[src/rtl/lsu_pkg.sv]
// Shared types and constants for the load/store unit: access size and FSM
// state encodings, lane masks, and the helper that positions a lane in a word.
package lsu_pkg;

    typedef enum logic [1:0] {
        SZ_BYTE = 2'b00,
        SZ_HALF = 2'b01,
        SZ_WORD = 2'b10,
        SZ_RSVD = 2'b11
    } lsu_size_e;

    typedef enum logic [1:0] {
        ST_IDLE  = 2'd0,
        ST_READ  = 2'd1,
        ST_WRITE = 2'd2,
        ST_RESP  = 2'd3
    } lsu_state_e;

    localparam logic [31:0] LANE_MASK_BYTE = 32'h0000_00FF;
    localparam logic [31:0] LANE_MASK_HALF = 32'h0000_FFFF;
    localparam logic [31:0] LANE_MASK_WORD = 32'hFFFF_FFFF;

    // Bit offset of the addressed lane; halfwords snap to addr[1] and words
    // to bit 0, so unaligned low address bits are simply ignored here.
    function automatic logic [4:0] lane_shift(input lsu_size_e size, input logic [1:0] addr_lo);
        case (size)
            SZ_BYTE: return {addr_lo, 3'b000};
            SZ_HALF: return {addr_lo[1], 4'b0000};
            default: return 5'd0;
        endcase
    endfunction

endpackage

[src/rtl/lsu_align.sv]
// Combinational data alignment for the load/store unit: extracts and
// sign/zero-extends a load lane from a memory word, and merges store data
// into the addressed lane of a previously read word.
module lsu_align
    import lsu_pkg::*;
(
    input  logic [1:0]  i_size,
    input  logic        i_unsigned,
    input  logic [1:0]  i_addr_lo,
    input  logic [31:0] i_rd_word,
    input  logic [31:0] i_buf_word,
    input  logic [31:0] i_wdata,
    output logic [31:0] o_load_data,
    output logic [31:0] o_store_word
);

    lsu_size_e   w_size;
    logic [4:0]  w_shamt;
    logic [31:0] w_lane;
    logic [31:0] w_mask;

    assign w_size  = lsu_size_e'(i_size);
    assign w_shamt = lane_shift(w_size, i_addr_lo);
    assign w_lane  = i_rd_word >> w_shamt;

    // Load path: right-justify the addressed lane, then extend it.
    always_comb begin
        o_load_data = 32'h0;
        case (w_size)
            SZ_BYTE: o_load_data = {{24{w_lane[7] & ~i_unsigned}}, w_lane[7:0]};
            SZ_HALF: o_load_data = {{16{w_lane[15] & ~i_unsigned}}, w_lane[15:0]};
            SZ_WORD: o_load_data = i_rd_word;
            default: o_load_data = 32'h0;
        endcase
    end

    // Store path: replace only the addressed lane of the buffered word.
    always_comb begin
        w_mask = LANE_MASK_WORD;
        case (w_size)
            SZ_BYTE: w_mask = LANE_MASK_BYTE;
            SZ_HALF: w_mask = LANE_MASK_HALF;
            default: w_mask = LANE_MASK_WORD;
        endcase
        o_store_word = (i_buf_word & ~(w_mask << w_shamt)) | ((i_wdata & w_mask) << w_shamt);
    end

endmodule

[src/rtl/load_store_unit.sv]
// Load/store unit between a core request/response port and a word-wide
// data memory with combinational read. Sub-word stores do read-modify-write.
// Optional build macro LSU_MISALIGN_TRAP_EN: misaligned halfword/word accesses
// are rejected as errors instead of being aligned down.
// Handshake: a transfer happens on a rising edge where valid && ready are both
// high; valid-side fields are only looked at in that cycle.
module load_store_unit
    import lsu_pkg::*;
#(
    parameter int ADDR_WORDS = 32
) (
    input  logic        clk,
    input  logic        rst,
    input  logic        req_valid,
    output logic        req_ready,
    input  logic        req_we,
    input  logic [1:0]  req_size,
    input  logic        req_unsigned,
    input  logic [31:0] req_addr,
    input  logic [31:0] req_wdata,
    output logic        rsp_valid,
    input  logic        rsp_ready,
    output logic [31:0] rsp_rdata,
    output logic        rsp_err,
    output logic        mem_we,
    output logic [31:0] mem_addr,
    output logic [31:0] mem_wd,
    input  logic [31:0] mem_rd,
    output logic [1:0]  o_dbg_state
);

    localparam logic [32:0] ADDR_LIMIT = 33'(ADDR_WORDS) << 2;

    lsu_state_e  r_state;
    logic        r_req_ready;
    logic        r_rsp_valid;
    logic        r_rsp_err;
    logic [31:0] r_rsp_rdata;
    logic        r_mem_we;
    logic [31:0] r_buf;
    logic        r_we;
    lsu_size_e   r_size;
    logic        r_unsigned;
    logic [31:0] r_addr;
    logic [31:0] r_wdata;

    lsu_size_e   w_req_size;
    logic        w_addr_err;
    logic        w_misalign;
    logic        w_req_err;
    logic [31:0] w_load_data;
    logic [31:0] w_store_word;

    assign w_req_size = lsu_size_e'(req_size);
    assign w_addr_err = {1'b0, req_addr} >= ADDR_LIMIT;
`ifdef LSU_MISALIGN_TRAP_EN
    assign w_misalign = ((w_req_size == SZ_HALF) && req_addr[0]) ||
                        ((w_req_size == SZ_WORD) && (req_addr[1:0] != 2'b00));
`else
    assign w_misalign = 1'b0;
`endif
    assign w_req_err = (w_req_size == SZ_RSVD) || w_addr_err || w_misalign;

    lsu_align u_align (
        .i_size       (r_size),
        .i_unsigned   (r_unsigned),
        .i_addr_lo    (r_addr[1:0]),
        .i_rd_word    (mem_rd),
        .i_buf_word   (r_buf),
        .i_wdata      (r_wdata),
        .o_load_data  (w_load_data),
        .o_store_word (w_store_word)
    );

    // Request FSM: latch on accept, sequence memory access, hold response.
    always_ff @(posedge clk or negedge rst) begin
        if (!rst) begin
            r_state     <= ST_IDLE;
            r_req_ready <= 1'b1;
            r_rsp_valid <= 1'b0;
            r_rsp_err   <= 1'b0;
            r_rsp_rdata <= 32'h0;
            r_mem_we    <= 1'b0;
            r_buf       <= 32'h0;
            r_we        <= 1'b0;
            r_size      <= SZ_BYTE;
            r_unsigned  <= 1'b0;
            r_addr      <= 32'h0;
            r_wdata     <= 32'h0;
        end else begin
            case (r_state)
                ST_IDLE: begin
                    if (req_valid && r_req_ready) begin
                        r_req_ready <= 1'b0;
                        r_we        <= req_we;
                        r_size      <= w_req_size;
                        r_unsigned  <= req_unsigned;
                        r_addr      <= req_addr;
                        r_wdata     <= req_wdata;
                        if (w_req_err) begin
                            r_state     <= ST_RESP;
                            r_rsp_valid <= 1'b1;
                            r_rsp_err   <= 1'b1;
                            r_rsp_rdata <= 32'h0;
                        end else if (req_we && (w_req_size == SZ_WORD)) begin
                            r_state  <= ST_WRITE;
                            r_mem_we <= 1'b1;
                        end else begin
                            r_state <= ST_READ;
                        end
                    end
                end
                ST_READ: begin
                    r_buf <= mem_rd;
                    if (r_we) begin
                        r_state  <= ST_WRITE;
                        r_mem_we <= 1'b1;
                    end else begin
                        r_state     <= ST_RESP;
                        r_rsp_valid <= 1'b1;
                        r_rsp_err   <= 1'b0;
                        r_rsp_rdata <= w_load_data;
                    end
                end
                ST_WRITE: begin
                    r_mem_we    <= 1'b0;
                    r_state     <= ST_RESP;
                    r_rsp_valid <= 1'b1;
                    r_rsp_err   <= 1'b0;
                    r_rsp_rdata <= 32'h0;
                end
                ST_RESP: begin
                    if (rsp_ready) begin
                        r_state     <= ST_IDLE;
                        r_req_ready <= 1'b1;
                        r_rsp_valid <= 1'b0;
                        r_rsp_err   <= 1'b0;
                        r_rsp_rdata <= 32'h0;
                    end
                end
                default: begin
                    r_state     <= ST_IDLE;
                    r_req_ready <= 1'b1;
                    r_rsp_valid <= 1'b0;
                    r_mem_we    <= 1'b0;
                end
            endcase
        end
    end

    assign req_ready   = r_req_ready;
    assign rsp_valid   = r_rsp_valid;
    assign rsp_err     = r_rsp_err;
    assign rsp_rdata   = r_rsp_rdata;
    assign mem_we      = r_mem_we;
    assign mem_addr    = {2'b00, r_addr[31:2]};
    assign mem_wd      = w_store_word;
    assign o_dbg_state = r_state;

endmodule

[config.mk]
export PLATFORM = sky130hd
export DESIGN_NAME = load_store_unit
export DESIGN_NICKNAME = d
export VERILOG_FILES = /design/src/rtl/lsu_pkg.sv /design/src/rtl/lsu_align.sv /design/src/rtl/load_store_unit.sv
export SDC_FILE = /design/constraint.sdc
export NUM_CORES = 1
export LEC_CHECK = 0
export CAP_MARGIN = 20
export CORE_MARGIN = 5
export CORE_UTILIZATION = 48
export CTS_CLUSTER_DIAMETER = 150
export DETAILED_ROUTE_END_ITERATION = 16
export GPL_ROUTABILITY_DRIVEN = 0
export PLACE_DENSITY = 0.81
export SLEW_MARGIN = 10
export SYNTH_ARGS = -nofsm -noshare
export SYNTH_HDL_FRONTEND = slang
export SYNTH_HIERARCHICAL = 1
export SYNTH_SLANG_ARGS = --single-unit
[constraint.sdc]
create_clock -name clk -period 2.9 [get_ports clk]
set_input_delay 0.87 -clock clk [delete_from_list [all_inputs] [get_ports clk]]
set_output_delay 0.87 -clock clk [all_outputs]
set_load 0.02 [all_outputs]
Yosys cells after proc, flatten, opt, wreduce, memory -nomap -nowiden --
Cells that the tools add are included.
Word-level totals: flip-flop bits (word level) 138, latch bits 0, RAM bits 0, memory bits (read-only) 0, input port bits 104, output and inout port bits 102, memories kept 0
Cells by class: $add $sub $neg 0, $mul 0, div/mod/pow operators 0, $lt $le $gt $ge 1, equality and inequality tests 14, shifts and indexed selects 3, muxes and demuxes 29, bitwise gates (word level) 7, reductions and logical operators 12
Operators with widths (count):
- $mux 32 | 4
- $pmux 32 s4 | 1
- $pmux 32 s3 | 1
- $and 32x32->32 | 2
- $pmux 32 s2 | 1
- $shl 32x5->32 | 2
- $ge 32x8->1 const B | 1
- $not 32->32 | 1
- $or 32x32->32 | 1
- $shr 32x5->16 | 1
- $ne 2x2->1 const B | 7
- $mux 1 | 12
- $eq 2x2->1 const B | 5
- $pmux 5 s2 | 1
- $mux 2 | 4
- $pmux 1 s4 | 2
- $pmux 2 s4 | 1
- $reduce_and 5->1 | 1
- $eq 2x1->1 const B | 2
- $logic_not 2->1 | 2
- $reduce_and 2->1 | 2
- $reduce_and 4->1 | 1
- $pmux 1 s3 | 1
- $reduce_and 3->1 | 1
- 7 further kinds | 9

Depth between registers and ports, before layout --
Gate-level depths: netlist of run 1.
word-level depth 7, mapped depth 9

By module --
The synthesis of run 1 kept the hierarchy.
Modules (own cells, without submodules):
- load_store_unit | instances 1, cells an instance 431, area each 5635.4 µm²
- lsu_align | instances 1, cells an instance 222, area each 1385.1 µm²

Least setup slack after synthesis of run 1 --
OpenSTA, ideal clock, no wires.
kind register to output, from reg r_size[1], to out mem_wd[15], arrival 1.607 ns, data required time 2.030 ns, setup slack 0.423 ns, stages on the path, launching flop included 7, cells stage by stage dfrtp_1 > clkbuf_1 > or2_2 > clkbuf_1 > nor2_1 > a21oi_1 > o21ai_0
On the way: longest elaborated chain between the ends 6
RTL lines:
- start: declaration | line load_store_unit.sv:42 | lsu_size_e r_size;
- start signal: assignment | line load_store_unit.sv:96 | r_size <= w_req_size;
- $eq 2x1->1 or $logic_not 2->1 (tied branches) | line lsu_pkg.sv:26, lsu_align.sv:40
- $pmux 32 s2 or $pmux 5 s2 (tied branches) | line lsu_align.sv:40, lsu_pkg.sv:26
- $shl 32x5->32 | line lsu_align.sv:45 | o_store_word = (i_buf_word & ~(w_mask << w_shamt)) | ((i_wdata & w_mask) << w_shamt);
- $not 32->32 | line lsu_align.sv:45
- $and 32x32->32 | line lsu_align.sv:45
- $or 32x32->32 * | line lsu_align.sv:45
- end: declaration | line load_store_unit.sv:27 | output logic [31:0] mem_wd,
Every way passes the cells marked *; elsewhere a longest branch is shown, timed or not.

Worst setup path in the final report of run 1 --
from reg r_size[0], to out mem_wd[30]
The elaborated chain is that of the path after synthesis.

==> results of run 1 <==
what timing repair did:
| action | CTS | global route |
|---|---|---|
| endpoints found under the hold margin | 0 | 0 |
| pin swaps | 1 | 0 |
| cloned | 0 | 0 |
| buffers inserted | 0 | 1 |
| setup endpoints to repair | 32 | 23 |
| gates resized for setup | 89 | 14 |
per-stage QoR:
stage                     total power [uW]  hold WS, ps  cell area (um^2)
final                                 4820          408              9820
after global routing                  4950          445              9820
after CTS                             4840          422              9820
after detailed placement              2220          473              9060
after global placement                2220          462              9060
after floorplan                       2000          473              7020
routing by layer:
layer  wire, um  track usage (%)  vias to the layer above
met5          0                0                        -
met4        359             7.62                        0
met3       1510             6.34                       29
met2      10000             39.0                      238
met1       7980             30.6                     2744
li1           -                -                     2623
power breakdown:
part	switching, uW	internal (uW)	total [uW]
combinational	116	148	264
clock	821	1810	2630
sequential	0.000000932	1930	1930
state kept, by name, indices dropped and copies added (netlist names), 2 cells and up:
name / count
r_addr: 32
r_buf: 32
r_wdata: 32
rsp_rdata: 32
o_dbg_state: 2
r_size: 2
final cells by class:
cell class	count	area, um^2	area share [%]
Tap cell	184	230	2.34
Inverter	6	22.5	0.229
Clock buffer	19	443	4.51
Clock inverter	12	268	2.73
Timing Repair Buffer	232	2270	23.1
Sequential cell	138	3460	35.2
Multi-Input combinational cell	434	3130	31.9
worst max-delay path, stage by stage, from the launching register on:
cell             delay, ps
dfrtp_1                430
buf_6                  160
o21a_1                 160
nor2_2                  50
buf_4                  160
a22oi_1                260
nand2_1                100
clkdlybuf4s15_2        260
placed cells by master, fill, tap and decap left out, drive strengths merged, types with 2 or more instances in the layout:
master and instances:
a211oi 3, conb 2, nand3 2, nor4 5, o22ai 3, o31ai 2
a22oi 17, nor3 2, a221oi 2, a22o 7, clkinv 3, mux2i 15
or2 2, nor2 7, clkdlybuf4s50 170, a31oi 2, a21boi 2, bufinv 8
clkdlybuf4s15 18, inv 7, dfrtp 137, mux2 116, nand2b 6, nand2 108
a21oi 22, nor2b 6, buf 32, o21ai 90, ha 4, dlygate4sd2 8
clkbuf 23
worst paths after layout:
kind,startpoint,endpoint,slack (ps),depth (start not counted)
setup / recovery,r_size[0],mem_wd[30],20,7
hold / removal,rst,rsp_rdata[12],410,1
setup reg to reg,o_dbg_state[1],rsp_rdata[30],650,7
hold reg to reg,rsp_rdata[25],rsp_rdata[25],480,2
max in group asynchronous,rst,r_wdata[16],1690,2
min in group clk,rsp_rdata[25],rsp_rdata[25],480,2
cell families (layout without fill, tap and decap cells):
group           Yosys count  count (layout)  share of synthesized area (%)
compound gates          155             155                           13.3
fa+ha+maj                 4               4                          0.713
buf+inv                  82             269                           7.29
flops                   138             138                           49.2
mux                     131             131                           20.8
other cells               1               2                         0.0534
simple gates            142             142                           8.66
==> reports/metrics.cfg, run 1 <==
[global_routing]
grt_pass1_wl_um=31200
grt_util_all_layers_pct=23.7
antenna_found_initial=0
grt_max_degree=67
overflow=0
grt_pass1_vias=5789

[synth]
synth_enable_flop_cells=0
yosysSeqAreaShare_pct=49.2
synth_most_common_cell=dfrtp_1
ys_seq_elements=138
ys.flop_type=dfrtp_1
synth_cell_types=50
synth_area_per_cell_um2=10.8
async_reset_ff_share_pct=100
synthTopCellsByArea=dfrtp_1 49%, mux2_2 18%, nand2_1 5.7%
syn_area_um2=7020
ys_warn_count=6
synthCells=653
synth_commonest_cells=137 x dfrtp_1, 115 x mux2_2, 107 x nand2_1
yosys.area.top_type_share_pct=48.8
synth_top_cell_by_area=dfrtp_1

[floorplan]
die_w_um=131
dieArea_um2=17100
start_util_pct=48.7
io_pins=206
design.core.area_um2=14400
die_y_um=131
rows=44

[layout]
num-fill-cells=1058
n_antenna_cell=0
drive_gt1_share_pct=26.4
area_growth_pct=39.9
final_core_util_pct=68.1
nets=937
fin_cells=1025

[critical_path]
start_kind=flip-flop
crit_type=flip-flop to primary output
cp-end-kind=primary output
crit_fanout=10
arrival_ps=2010
required_ps=2030

[timing]
timing.fmax_mhz=348
tns_ps=0
min_period_ps=2880
hold_violations=0
maxSlewHeadroom_pct=51.3
tightestPinTransition_ps=731
finalCritPeriodShare_pct=99.2
setup-violations-final=0
clock_skew_ps=7.79
worst_slack_ps=24.0
slew_violations=0
rsz0062_at_grt=yes

[power_and_ir_drop]
p_per_area_nw_per_um2=490
total_leakage_power_uw=0.00445
ir_drop_v=0.000335

[job]
drv_cap=0

[clocking]
cts_buffer_depth=2
cts_root_buffer=clkbuf_16
cts_hold_buf=0
numClockSinks=138
cts_buffers=17
htreeDepth=4
cts_tree=done
clock_latency_ps=420
path_clk_slew_ps=60

[placement]
hpwl_um=14800
place_inst=993
place_ws_ps=-90.0
io_buffers=203

[detailed_routing]
dr.pass1.iters=5
wl_um=19900
via_per_inst=5.50
wl_per_cell_um=19.4
vias=5634
initialDrtViolationCount=483
ant_nets=0
drc=0

[worst_hold_path]
hp-class=input port to async pin

[run_status]
status=finished, final reports clean

Power figures use the tool's default switching activity.
==> run 2, diff against run 1 <==
CTS_CLUSTER_DIAMETER = 30   (was 150)
SLEW_MARGIN = default   (was 10)
==> results of run 2 <==
The final DEF is identical to that of run 1; final timing and power are the same.
==> variant 1: new RTL, flow settings as in run 1 <==
The option `LSU_MISALIGN_TRAP_EN` is turned on by a define.
--- a/src/rtl/load_store_unit.sv
+++ b/src/rtl/load_store_unit.sv
@@ -4,6 +4,8 @@
 // are rejected as errors instead of being aligned down.
 // Handshake: a transfer happens on a rising edge where valid && ready are both
 // high; valid-side fields are only looked at in that cycle.
+`define LSU_MISALIGN_TRAP_EN
+
 module load_store_unit
     import lsu_pkg::*;
 #(
Check against the original RTL: not equivalent (Yosys sat finds a counterexample within 4 cycles, from zero or initial values and one cycle with rst low).
==> variant 1 against run 1 <==
  * Critical path depth is the same
  * Wire length increased by 3.5%
  * Sequential cell count did not move
  * Via count grew 3.4%
  * Cell area fell by 1.2%
  * Area after synthesis about the same
  * Worst setup slack improved by 0.031 ns
  * Largest cell class unchanged
Power is not compared: it rests on default switching activity, and its combinational part moved more than twofold at a synthesized area within 25%.
==> variant 1: results (changes against run 1) <==
\begin{tabular}{lr}
\hline
Metric & Value \\
\hline
\multicolumn{2}{l}{\textbf{Run status}} \\
\quad Status & finished, final reports clean (unchanged) \\
\multicolumn{2}{l}{\textbf{Setup path}} \\
\quad Worst reg2reg setup slack & 0.44 ns (was 0.65 ns) \\
\quad Worst r2r src & o\_dbg\_state[0] (was o\_dbg\_state[1]) \\
\quad CP Data Arrival Time & 1.98 ns (was 2.01 ns) \\
\quad Maximum fanout count along the critical path & 8 (was 10) \\
\quad Endpoint of the most critical setup path & mem\_wd[25] (was mem\_wd[30]) \\
\multicolumn{2}{l}{\textbf{Clock network}} \\
\quad Number of setup buffers added after CTS & 1 (was 0) \\
\quad Post-cts repair resize count & 60 (was 89) \\
\multicolumn{2}{l}{\textbf{Finish}} \\
\quad Fraction of cell area in non-clock buffers & 22.9\% (was 23.1\%) \\
\quad Finished Cell Area & 9700 um\^{}2 (was 9820 um\^{}2) \\
\quad Area of combinational cells with multiple inputs & 3140 um\^{}2 (was 3130 um\^{}2) \\
\quad Seq/total area & 35.6\% (was 35.2\%) \\
\quad Non-clock buffers & 238 (was 232) \\
\quad Count of non-CTS inverters in the layout & 5 (was 6) \\
\quad Count of placed standard cells in the final layout, fillers left out & 1,041 (was 1,025) \\
\quad Fraction of final layout cells with drive strength greater than 1 & 25.8\% (was 26.4\%) \\
\multicolumn{2}{l}{\textbf{Route}} \\
\quad Met2 wirelength from detailed routing & 9940 um (was 10,000 um) \\
\quad First-pass detailed-route iteration total & 6 (was 5) \\
\quad Number of design-rule violations left by the first detailed-router iteration & 528 (was 483) \\
\multicolumn{2}{l}{\textbf{Yosys}} \\
\quad Ranking of synthesized cells by area & sky130\_fd\_sc\_hd\_\_dfrtp\_1 (49\%), sky130\_fd\_sc\_hd\_\_mux2\_2 (19\%), sky130\_fd\_sc\_hd\_\_nand2\_1 (5.7\%) (was sky130\_fd\_sc\_hd\_\_dfrtp\_1 (49\%), sky130\_fd\_sc\_hd\_\_mux2\_2 (18\%), sky130\_fd\_sc\_hd\_\_nand2\_1 (5.7\%)) \\
\quad Fraction of synthesized area in multiplexers & 20.7\% (was 20.8\%) \\
\quad Leading post-synthesis cells by instance count & sky130\_fd\_sc\_hd\_\_dfrtp\_1 (137), sky130\_fd\_sc\_hd\_\_mux2\_2 (116), sky130\_fd\_sc\_hd\_\_nand2\_1 (107) (was sky130\_fd\_sc\_hd\_\_dfrtp\_1 (137), sky130\_fd\_sc\_hd\_\_mux2\_2 (115), sky130\_fd\_sc\_hd\_\_nand2\_1 (107)) \\
\multicolumn{2}{l}{\textbf{GRT}} \\
\quad Grt met1 use & 31.1\% (was 30.6\%) \\
\quad All-Layer GR Usage & 24.2\% (was 23.7\%) \\
\quad Maximum number of pins on one net before global-route repair & 69 (was 67) \\
\quad Met2 demand-to-capacity share in global routing & 38.9\% (was 39.0\%) \\
\quad Initial antenna violation count & 1 (was 0) \\
\multicolumn{2}{l}{\textbf{Placement}} \\
\quad DP Worst Slack & -0.0140 ns (was -0.0900 ns) \\
\hline
\end{tabular}
variant 1: cell types whose count changed in the layout (fill, tap and decap cells not counted), sizes merged, moves of 3 or more:
cell           delta
clkbuf           +18
clkinv            +4
buf               +5
a21oi            +10
nor2b             +3
dlygate4sd2       -3
o21ai             -3
clkdlybuf4s15    -14
bufinv            -3
o22ai             -3
nor2              +6
variant 1: worst register-to-register path: stages (launching register included):
cell                       delay (ns)
sky130_fd_sc_hd__dfrtp_1         0.43
sky130_fd_sc_hd__inv_1           0.09
sky130_fd_sc_hd__ha_1            0.36
sky130_fd_sc_hd__a21boi_0        0.23
sky130_fd_sc_hd__a221oi_1        0.57
sky130_fd_sc_hd__o41ai_4         0.22
sky130_fd_sc_hd__buf_12          0.23
sky130_fd_sc_hd__nand2_1         0.12
sky130_fd_sc_hd__o21ai_0         0.09
variant 1: where the power goes:
part | switching, W | internal [W] | leakage (nW)
Sequential | 0.000620 | 0.00287 | 1.71
Clock | 0.000822 | 0.00152 | 0.310
Combinational | 0.00356 | 0.00301 | 2.13
==> variant 2: new RTL, config.mk and constraints of run 1 <==
Without the edit above. Reset style: synchronous (`rst`), changed in one clocked block.
--- a/src/rtl/load_store_unit.sv
+++ b/src/rtl/load_store_unit.sv
@@ -73,7 +73,7 @@
     );
 
     // Request FSM: latch on accept, sequence memory access, hold response.
-    always_ff @(posedge clk or negedge rst) begin
+    always_ff @(posedge clk) begin
         if (!rst) begin
             r_state     <= ST_IDLE;
             r_req_ready <= 1'b1;
Function: differs if rst is asserted again (counterexample within 4 cycles, from zero or initial values and one cycle with rst low); with rst held inactive, the same outputs for 4 cycles.
==> variant 2 against run 1 <==
  * Worst setup slack better by 0.032 ns
  * Sequential cell count stayed put
  * Wire length is 8.7% higher
  * Utilization is 0.13 points lower
  * Die area is 1.8% lower
  * Area after synthesis decreased by 1.9%
  * Via count up 16%
  * Non-clock buffer count up 2
  * Fmax increased by 1.1%
  * Cell area shrank 3.2%
  * Largest cell class is now multi-input gates
Power is not compared: it rests on default switching activity, and its combinational part moved more than twofold at a synthesized area within 25%.
==> variant 2: results (changes against run 1) <==
\begin{tabular}{lr}
\hline
Metric & Value \\
\hline
\multicolumn{2}{l}{\textbf{Run status}} \\
\quad Status & finished, final reports clean (unchanged) \\
\multicolumn{2}{l}{\textbf{Yosys}} \\
\quad Sequential area share after synthesis & 40.1\% (was 49.2\%) \\
\quad Cells after synthesis & 853 (was 653) \\
\quad Netlist cell types & 54 (was 50) \\
\quad Synth async-reset ratio & 0\% (was 100\%) \\
\quad Ranking of synthesized cells by area & sky130\_fd\_sc\_hd\_\_dfxtp\_1 (40\%), sky130\_fd\_sc\_hd\_\_nand2\_1 (13\%), sky130\_fd\_sc\_hd\_\_mux2i\_1 (12\%) (was sky130\_fd\_sc\_hd\_\_dfrtp\_1 (49\%), sky130\_fd\_sc\_hd\_\_mux2\_2 (18\%), sky130\_fd\_sc\_hd\_\_nand2\_1 (5.7\%)) \\
\quad Leading post-synthesis cells by instance count & sky130\_fd\_sc\_hd\_\_nand2\_1 (243), sky130\_fd\_sc\_hd\_\_dfxtp\_1 (138), sky130\_fd\_sc\_hd\_\_a21oi\_1 (89) (was sky130\_fd\_sc\_hd\_\_dfrtp\_1 (137), sky130\_fd\_sc\_hd\_\_mux2\_2 (115), sky130\_fd\_sc\_hd\_\_nand2\_1 (107)) \\
\multicolumn{2}{l}{\textbf{Finish}} \\
\quad Layout filler cell count & 1,164 (was 1,058) \\
\quad Total number of nets in the final design & 1,118 (was 937) \\
\quad Count of placed standard cells in the final layout, fillers left out & 1,202 (was 1,025) \\
\quad Fraction of final layout cells with drive strength greater than 1 & 11.3\% (was 26.4\%) \\
\multicolumn{2}{l}{\textbf{GRT}} \\
\quad Maximum number of pins on one net before global-route repair & 102 (was 67) \\
\quad Vias in the first global route & 6,061 (was 5,789) \\
\quad First-pass GRT wire length & 32,700 um (was 31,200 um) \\
\quad All-Layer GR Usage & 24.9\% (was 23.7\%) \\
\multicolumn{2}{l}{\textbf{Worst hold path}} \\
\quad Hold WC Path Type & reg -> reg (was in -> async) \\
\multicolumn{2}{l}{\textbf{Setup path}} \\
\quad Cell with the largest stage delay on the worst path & sky130\_fd\_sc\_hd\_\_dfxtp\_1 (was sky130\_fd\_sc\_hd\_\_dfrtp\_1) \\
\quad Slowest cell delay on critical path & 0.38 ns (was 0.43 ns) \\
\quad CP Data Arrival Time & 1.97 ns (was 2.01 ns) \\
\quad Maximum fanout count along the critical path & 8 (was 10) \\
\multicolumn{2}{l}{\textbf{Route}} \\
\quad DR vias/cell & 5.43 (was 5.50) \\
\quad Number of design-rule violations left by the first detailed-router iteration & 544 (was 483) \\
\multicolumn{2}{l}{\textbf{Power and ir drop}} \\
\quad Peak supply drop & between 0.4 and 0.5 mV \\
\multicolumn{2}{l}{\textbf{Placement}} \\
\quad Half-perimeter wire length after placement & 15,900 um (was 14,800 um) \\
\quad Number of placed instances with taps included & 1,167 (was 993) \\
\multicolumn{2}{l}{\textbf{Timing}} \\
\quad Max Clock Skew & 0.00789 ns (was 0.00779 ns) \\
\quad Worst-case headroom to the max-slew limit & 52.8\% (was 51.3\%) \\
\hline
\end{tabular}
## variant 2: cell types whose count changed after synthesis, moves of 18 or more
cell,before,now
sky130_fd_sc_hd__mux2_2,115,15
sky130_fd_sc_hd__a21oi_1,21,89
sky130_fd_sc_hd__mux2i_1,15,80
sky130_fd_sc_hd__clkbuf_1,17,35
sky130_fd_sc_hd__o21ai_0,65,39
sky130_fd_sc_hd__dfrtp_1,137,0
sky130_fd_sc_hd__dfxtp_1,0,138
sky130_fd_sc_hd__nor2_1,7,36
sky130_fd_sc_hd__nand2_1,107,243
## variant 2: area by class of cell
| cell class | instances | share of cell area (%) |
|---|---|---|
| Multi-Input combinational cell | 612 | 37.5 |
| Sequential cell | 138 | 29.1 |
| Timing Repair Buffer | 234 | 23.8 |
| Clock buffer | 18 | 4.62 |
| Tap cell | 180 | 2.37 |
| Clock inverter | 13 | 2.36 |
| Inverter | 7 | 0.276 |
## variant 2: what timing repair did
action	4_1_cts	5_1_grt
buffers inserted	3	1
gates resized for setup	46	47
hold endpoints to repair	0	0
pin swaps	1	0
gates cloned	0	0
setup endpoints to repair	32	31
## variant 2: kinds of logic after synthesis
| family | after synthesis | share of synthesized area [%] |
|---|---|---|
| adders and majority gates | 4 | 0.727 |
| AOI/OAI and AO/OA | 194 | 16.8 |
| buffers and inverters | 104 | 8.85 |
| DFF | 138 | 40.1 |
| and+or+nand+nor | 316 | 19.1 |
| other | 1 | 0.0545 |
| muxes | 96 | 14.3 |
## variant 2: per-layer routing
layer / wire (um) / global-route usage, % / vias up
li1: - / - / 3166
met1: 9060 / 32.3 / 3041
met2: 10300 / 40.5 / 275
met3: 1580 / 5.36 / 50
met4: 637 / 10.5 / 0
met5: 0 / 0 / -
## variant 2: worst paths after layout
check / slack, ns / from / to
worst max-delay path: 0.06 / r_size[0] / mem_wd[24]
worst min-delay path: 0.45 / r_addr[26] / r_addr[26]
worst max register to register: 0.77 / o_dbg_state[0] / rsp_rdata[21]
worst min register to register: 0.45 / r_addr[26] / r_addr[26]
## variant 2: through the flow
stage                      TNS, ns  setup WS [ns]  area [um^2]  hold slack (ns)
after global routing      -0.00971       -0.00971         9500            0.468
final                            0         0.0556         9500            0.453
after global placement           0          0.160         8840            0.441
after CTS                        0        0.00178         9510            0.453
after detailed placement         0          0.141         8840            0.445
after floorplan                  0          0.480         6890            0.433
## variant 2: power by group
group          internal [W]  switching (W)
clock               0.00162       0.000822
combinational       0.00149        0.00192
sequential          0.00228       0.000252
